<file path="src/rtl/maxnet_engine.sv">
// MAXNET winner-take-all engine: iterated lateral inhibition over N channels.
// Each iteration sums all activations (N cycles), then updates them one per cycle (N cycles).
module maxnet_engine #(
  parameter int N        = 4,
  parameter int W        = 32,
  parameter int FRAC     = 16,
  parameter int MAX_ITER = 64,
  localparam int LG      = $clog2(N),
  localparam int IW      = $clog2(MAX_ITER + 1)
) (
  input  logic           clk,
  input  logic           rst,
  input  logic           start,
  input  logic [N*W-1:0] a_init,
  input  logic [W-1:0]   epsilon,
  output logic           busy,
  output logic           done,
  output logic [LG-1:0]  winner,
  output logic           winner_valid,
  output logic [W-1:0]   out,
  output logic           timeout,
  output logic [IW-1:0]  iter_count,
  output logic [N*W-1:0] act_out,
  output logic [2:0]     state_dbg
);

  localparam int SW = W + LG;
  localparam int PW = W + SW;

  typedef enum logic [2:0] {IDLE, CHECK, SUM, UPDATE, DONE} state_t;

  // Handshake: start is sampled only while busy=0 (IDLE); done is a one-cycle
  // pulse and the result outputs stay stable until the next accepted start.
  state_t        state;
  logic [W-1:0]  act [N];
  logic [W-1:0]  eps_r;
  logic [SW-1:0] sum;
  logic [LG-1:0] idx;

  logic [LG:0]   nz_count;
  logic [LG-1:0] nz_last;
  logic [W-1:0]  cur;
  logic [SW-1:0] diff;
  logic [PW-1:0] prod;
  logic [PW-1:0] inhib;
  logic [W-1:0]  upd;

  assign state_dbg = state;

  always_comb begin
    act_out = '0;
    for (int i = 0; i < N; i++) act_out[i*W +: W] = act[i];
  end

  always_comb begin
    nz_count = '0;
    nz_last  = '0;
    for (int i = 0; i < N; i++) begin
      if (act[i] != '0) begin
        nz_count = nz_count + (LG+1)'(1);
        nz_last  = LG'(i);
      end
    end
  end

  // S is frozen during UPDATE, so in-place writes never disturb later channels.
  always_comb begin
    cur   = act[idx];
    diff  = sum - SW'(cur);
    prod  = PW'(eps_r) * PW'(diff);
    inhib = prod >> FRAC;
    if (inhib >= PW'(cur)) upd = '0;
    else                   upd = cur - W'(inhib);
  end

  always_ff @(posedge clk or negedge rst) begin
    if (!rst) begin
      state        <= IDLE;
      for (int i = 0; i < N; i++) act[i] <= '0;
      eps_r        <= '0;
      sum          <= '0;
      idx          <= '0;
      busy         <= 1'b0;
      done         <= 1'b0;
      winner       <= '0;
      winner_valid <= 1'b0;
      out          <= '0;
      timeout      <= 1'b0;
      iter_count   <= '0;
    end else begin
      case (state)
        IDLE: begin
          done <= 1'b0;
          if (start) begin
            for (int i = 0; i < N; i++) act[i] <= a_init[i*W +: W];
            eps_r        <= epsilon;
            iter_count   <= '0;
            timeout      <= 1'b0;
            winner_valid <= 1'b0;
            winner       <= '0;
            out          <= '0;
            busy         <= 1'b1;
            state        <= CHECK;
          end
        end
        CHECK: begin
          if (nz_count <= (LG+1)'(1)) begin
            state <= DONE;
            done  <= 1'b1;
            if (nz_count == (LG+1)'(1)) begin
              winner       <= nz_last;
              out          <= act[nz_last];
              winner_valid <= 1'b1;
            end
          end else if (iter_count == IW'(MAX_ITER)) begin
            state   <= DONE;
            done    <= 1'b1;
            timeout <= 1'b1;
          end else begin
            sum   <= '0;
            idx   <= '0;
            state <= SUM;
          end
        end
        SUM: begin
          sum <= sum + SW'(act[idx]);
          if (idx == LG'(N - 1)) begin
            idx   <= '0;
            state <= UPDATE;
          end else begin
            idx <= idx + LG'(1);
          end
        end
        UPDATE: begin
          act[idx] <= upd;
          if (idx == LG'(N - 1)) begin
            idx        <= '0;
            iter_count <= iter_count + IW'(1);
            state      <= CHECK;
          end else begin
            idx <= idx + LG'(1);
          end
        end
        DONE: begin
          done  <= 1'b0;
          busy  <= 1'b0;
          state <= IDLE;
        end
        default: state <= IDLE;
      endcase
    end
  end

endmodule

</file>
<file path="config.mk">
export PLATFORM = sky130hd
export DESIGN_NAME = maxnet_engine
export DESIGN_NICKNAME = d
export VERILOG_FILES = /design/src/rtl/maxnet_engine.sv
export SDC_FILE = /design/constraint.sdc
export NUM_CORES = 2
export LEC_CHECK = 0
export CAP_MARGIN = 20
export CORE_MARGIN = 3
export CORE_UTILIZATION = 55
export DETAILED_ROUTE_END_ITERATION = 8
export MAX_ROUTING_LAYER = met4
export PLACE_DENSITY = 0.81
export SETUP_SLACK_MARGIN = 0.02
export SLEW_MARGIN = 25
export SYNTH_ARGS = -nofsm -noshare
export SYNTH_HDL_FRONTEND = slang
export SYNTH_SLANG_ARGS = --single-unit
</file>
<file path="constraint.sdc">
create_clock -name clk -period 33.7 [get_ports clk]
set_input_delay 8.425 -clock clk [delete_from_list [all_inputs] [get_ports clk]]
set_output_delay 8.425 -clock clk [all_outputs]
set_load 0.01 [all_outputs]
</file>
# [Yosys cells after proc, flatten, opt, wreduce, memory -nomap -nowiden]
# Index checks and enable logic that the tools add are counted.
[totals] ff_bits=244 out_inout_bits=176 input_bits=163 wordCells=125
[classes] order_cmp=5 bitwise_logic=2 eq_ne=16 add_sub_neg=8 reduce_logical=24 mul=1 n_mux=54
[ops] op="32-bit two-way mux" n=9
[ops] op="128-bit one-hot mux with 2 select lines" n=1
[ops] op="32-bit binary-select mux with 2-bit select" n=2
[ops] op="128-bit bitwise mux" n=1
[ops] op="128-bit two-way mux" n=1
[ops] op="32-bit nonzero test" n=4
[ops] op="34-bit two-way mux" n=2
[ops] op="34-bit one-hot mux with 2 select lines" n=1
[ops] op="32-bit by 34-bit multiplier with 66-bit output" n=1
[ops] op="32-bit demux with 2-bit select" n=1
[ops] op="32-bit one-hot mux with 2 select lines" n=1
[ops] op="50-bit by 32-bit greater-or-equal comparator with 1-bit output" n=1
[ops] op="34-bit by 32-bit adder with 34-bit output" n=1
[ops] op="34-bit by 32-bit subtractor with 34-bit output" n=1
[ops] op="32-bit subtractor" n=1
[ops] op="3-bit two-way mux" n=8
[ops] op="2-bit two-way mux" n=8
[ops] op="2-bit inequality test (second input constant)" n=8
[ops] op="7-bit two-way mux" n=2
[ops] op="7-bit one-hot mux with 2 select lines" n=1
[ops] op="3-bit one-hot mux with 4 select lines" n=1
[ops] op="3-bit AND reduction" n=4
[ops] op="2-bit nonzero test" n=6
[ops] op="3-bit by 1-bit adder with 3-bit output (second input constant)" n=3
[ops] op="20 further kinds" n=41

# [Logic depth before layout (Yosys ltp)]
[logic_depth] depth_word=12 mapped_depth=58

# [Worst setup path before layout]
# OpenSTA, ideal clock, no wires.
[synth_path] kind="register to register" from="register idx[0]" to="register act (netlist bit act_out[0])" synth_period_minus_slack_ps=13473 t_arrival_ps=13380 path_slack_ps=20227 t_required_ps=33607 path_stages_with_launch=53 path_cell_list="dfrtp_1 > clkbuf_1 > buf_1 > mux4_2 > ha_1 > fa_1 > nand2b_1 > a21oi_1 > o21ai_0 > a21oi_1 > o2111ai_1 > a21oi_1 > o31ai_1 > a211o_1 > a31oi_1 > xnor2_1 > clkbuf_1 > nand2_1 > [... 17 more ...] > o21ba_1 > o31a_1 > or2_0 > a21oi_1 > xnor2_1 > ha_1 > a21oi_1 > o21ai_0 > a21oi_1 > o211ai_1 > a21oi_1 > nand4b_1 > a2111o_1 > or4_4 > buf_6 > buf_6 > buf_6 > o31ai_2"
[synth_via] elab_chain_cells=10 elab_cells_between_ends=16 classes_between="add/sub: 2; mul: 1; order compare: 3; mux: 8; bitwise: 1; reduce/logical: 1"
[synth_lines] item="from (decl)" line_no="38" source="logic [LG-1:0] idx;"
[synth_lines] item="from (signal assigned)" line_no="131" source="idx <= idx + LG'(1);"
[synth_lines] item="from (signal assigned)" line_no="141" source="idx <= idx + LG'(1);"
[synth_lines] item="2-bit NOT with 3-bit output (not written as such) *" line_no="68, 135"
[synth_lines] item="32-bit binary-select mux with 2-bit select" line_no="68" source="cur = act[idx];"
[synth_lines] item="32-bit two-way mux (not written as such) (2 in series)" line_no="68"
[synth_lines] item="34-bit by 32-bit subtractor with 34-bit output" line_no="69" source="diff = sum - SW'(cur);"
[synth_lines] item="32-bit by 34-bit multiplier with 66-bit output" line_no="70" source="prod = PW'(eps_r) * PW'(diff);"
[synth_lines] item="50-bit by 32-bit greater-or-equal comparator with 1-bit output / 32-bit subtractor (equally long branches)" line_no="72, 73"
[synth_lines] item="32-bit two-way mux" line_no="72" source="if (inhib >= PW'(cur)) upd = '0;"
[synth_lines] item="128-bit bitwise mux *" line_no="135" source="act[idx] <= upd;"
[synth_lines] item="128-bit one-hot mux with 2 select lines *" line_no="91" source="case (state)"
[synth_lines] item="to (signal, indexed assignment)" line_no="135"
[synth_lines] item="to (decl)" line_no="35" source="logic [W-1:0] act [N];"
# Every way passes the cells marked *; elsewhere a longest branch is shown, timed or not. The select of a mux whose other input is x is not followed.
# A chain may end at the register's enable or synchronous reset.

# [Worst setup path after layout]
[layout_path] from="register idx[0]" to="register act (netlist bit act_out[127])"
# Same word-level chain as after synthesis.

==> flow_summary.toml <==
[clock_network]
clk_latency_ns = 0.61
ctsRootBufferMaster = "clkbuf_16"
h-tree-depth = 2
cts_buffers = 34
cts_tree = "yes"
cts_buffer_depth = 3
post_cts_buffers = 0
clk_pin_slew_ns = 0.06
cts.repair.resized = 0
clkSinkCount = 244
ctsHoldBuffers = 0

[yosys]
synth_compound_area_frac = 0.117
synth_fp_nets = 7571
synth_simple_gate_area_frac = 0.179
syn_inst = 6052
synth-edff-count = 0
synth.largest_area_cell = "fa_1"
yosys_warnings = 0
syn-cell-area_um2 = 53500
synth_top_family_by_area = "adder cells"
ys_ff_latch = 244
synth.area.top_cells = "fa_1 36%, dfrtp_1 11%, ha_1 9.3%, inv_1 7.2%, nand2_1 5.7%"
synthMuxAreaShare = 0.0144
yosysUniqueCellTypes = 80
synthAdderAreaFrac = 0.452
yosys_most_used_dff = "dfrtp_1"
async_reset_ff_frac = 1.00
synth_top_area_frac = 0.359
syn_area_per_cell_um2 = 8.84
seq_area_frac_synth = 0.114
synthXorXnorAreaFrac = 0.0216

[global_routing]
grt_pass1_vias = 48465
met1_usage = 0.443
grt_max_degree = 93
grt_busiest_layer = "met2"
grt_pass1_wl_um = 272000
grt_use_met2 = 0.546
grt_use_met3 = 0.0675
antenna_found_initial = 4
grt_usage = 0.349
grt_remaining_overflow = 0

[setup_path]
crit_top_cell = "fa_1"
end_kind = "register"
worst-path-max-fanout = 89
path_class = "reg2reg"
reg2reg_to = "act_out[127]$_DFFE_PN0P_"
cpPeakStageDelay_ns = 0.81
required_ns = 34.17
reg2reg_depth = 53
worstSetupStartpointType = "register"
critPathSlowestCell = "or4_4"
worst_ep_arrival_time_ns = 15.91
r2r_slack_ns = 18.25
r2r_start = "idx[0]$_DFFE_PN0P_"

[route]
routed_via_density = 6.06
ant_nets = 0
first_pass_iters = 6
drc = 0
wire_per_inst_um = 22.9
wl_um = 170000
dr.first_iter.drc_count = 3799
vias = 44946

[timing]
report.final.setup_viol = 0
drv_slew = 0
clock_skew_ns = 0.0500
max_slew_margin = 0.274
fmax_mhz = 64.7
finalHoldViolations = 0
grt_setup_unrepaired = "false"
finalCritPeriodShare = 0.458
worst_pin_slew_ns = 1.08
finalSetupTns_ns = 0
min_period_ns = 15.45

[layout]
design_area_um2 = 59100
fillerInstances = 7886
drive_above_1_share = 0.0528
nets = 7645
area.growth.synth_to_final_pct = 10.5

[flow_run]
drv_cap = 0

[placed_design]
place_congestion = 1.01
post-dp-hpwl_um = 132000
place_area_um2 = 57900
portBuffers = 338

[hold_path]
hold_path_class = "reg2reg"
hp-start = "eps_r[25]$_DFFE_PN0P_"
hold_path_end = "eps_r[25]$_DFFE_PN0P_"
whs_path_depth = 2

[floorplan]
dieHeight_um = 318
pin_count = 339
fp.dieArea_um2 = 101000
fp.coreArea_um2 = 95700
rows = 113
fp.dieW_um = 318
start_util = 0.559

[outcome]
status = "completed"
## worst max path at each step
stage,startpoint,to,slack (ns),cells after the start
floorplan,idx[0]$_DFFE_PN0P_,act_out[0]$_DFFE_PN0P_,20.23,52
global placement,idx[0]$_DFFE_PN0P_,act_out[63]$_DFFE_PN0P_,18.52,49
detailed placement,idx[0]$_DFFE_PN0P_,act_out[127]$_DFFE_PN0P_,18.20,53
CTS,idx[0]$_DFFE_PN0P_,act_out[127]$_DFFE_PN0P_,18.16,53
global route,idx[0]$_DFFE_PN0P_,act_out[127]$_DFFE_PN0P_,17.26,52
finish,idx[0]$_DFFE_PN0P_,act_out[127]$_DFFE_PN0P_,18.25,53
## stage by stage
stage,setup slack (ns),utilization,hold WS (ns),std cells
after floorplan,20.23,-,0.484,6052
after global placement,18.52,0.605,0.459,7354
after detailed placement,18.20,0.605,0.464,7355
after CTS,18.16,0.617,0.477,7415
after global routing,17.26,0.618,0.497,7419
final,18.25,0.618,0.474,7419
## routing by layer
metal	part of all wire	wire [µm]
met5	0	0
met2	0.46	78400
met1	0.38	65000
met4	0.051	8630
met3	0.10	17700
## synthesized netlist by cell type, types with 4 or more instances
cell,count
inv_1,1033
fa_1,958
nand2_1,807
and2_1,468
ha_1,398
clkbuf_1,366
a21oi_1,288
dfrtp_1,244
o21ai_0,157
nor2_1,139
xnor2_1,101
a22oi_1,80
nand3_1,77
or3_1,69
nor3_1,66
o21bai_1,64
and3_1,58
nand2b_1,58
o31ai_1,54
nor2b_1,52
a21o_1,47
nand4_1,40
nor4_1,40
o41ai_2,33
mux4_2,32
xor2_1,31
o22ai_1,28
buf_1,25
o21a_1,23
or2_2,23
o31ai_2,22
o211ai_1,16
a31oi_1,15
a211oi_1,14
o41ai_1,14
a211o_1,7
buf_6,7
nor3b_1,7
a221oi_1,6
o31a_1,6
nand3b_1,5
a2111oi_0,4
mux2i_1,4
o211a_1,4
## state kept, by name (all words and copies together) (netlist names)
register      flops
timeout           1
state_dbg         3
busy              1
winner_valid      1
act_out         128
out              32
eps_r            32
sum              34
iter_count        7
winner            2
done              1
idx               2
## logic make-up after synthesis
family                     after synthesis
adders and majority gates             1356
buffers and inverters                 1434
DFF                                    244
and+or+nand+nor                       1927
AOI/OAI and AO/OA                      922
xor gates and xnor gates               132
muxes                                   37
## worst max-delay path: cells and delay by family, from the launching register on
| family | cells | cell delay [ns] |
|---|---|---|
| flip-flops | 1 | 0.34 |
| AO/OA/AOI/OAI | 15 | 3.91 |
| AND/OR/NAND/NOR | 15 | 3.18 |
| XOR/XNOR | 2 | 0.25 |
| buffers and inverters | 9 | 1.82 |
| multiplexers | 1 | 0.68 |
| adder cells (fa/ha/maj) | 11 | 5.04 |
## cell type report
type	count	area (µm²)	share of cell area
multi-input combinational	4374	42200	0.715
sequential	244	6110	0.103
timing repair buffer	439	4150	0.0702
inverter	1033	3880	0.0656
tap	1265	1580	0.0268
clock buffer	43	925	0.0156
clock inverter	17	220	0.00373
antenna	4	10.0	0.000169
## cell usage in the layout, fill, tap and decap left out, types with 14 or more instances in the layout
cell / Yosys / final
and2_1: 468 / 468
a21o_1: 47 / 47
or2_2: 23 / 23
clkdlybuf4s50_1: 0 / 337
o21bai_1: 64 / 64
o21a_1: 23 / 23
o41ai_1: 14 / 14
o21ai_0: 157 / 157
a22oi_1: 80 / 80
ha_1: 398 / 398
a211oi_1: 14 / 14
nor4_1: 40 / 40
xnor2_2: 0 / 24
a31oi_1: 15 / 14
clkbuf_16: 0 / 34
o22ai_1: 28 / 28
o41ai_2: 33 / 33
mux4_2: 32 / 32
buf_4: 0 / 98
nor2_1: 139 / 135
dfrtp_1: 244 / 243
nor2b_1: 52 / 52
o31ai_2: 22 / 22
or3_1: 69 / 69
o31ai_1: 54 / 54
inv_1: 1033 / 1033
a21oi_1: 288 / 284
xor2_1: 31 / 26
fa_1: 958 / 958
nor3_1: 66 / 65
nand2b_1: 58 / 57
nand2_1: 807 / 806
o211ai_1: 16 / 16
nand4_1: 40 / 40
xnor2_1: 101 / 76
and3_1: 58 / 58
nand3_1: 77 / 77
Power is not shown: default switching activity piles up to over one toggle a cycle in this logic, so the estimate is an artifact.
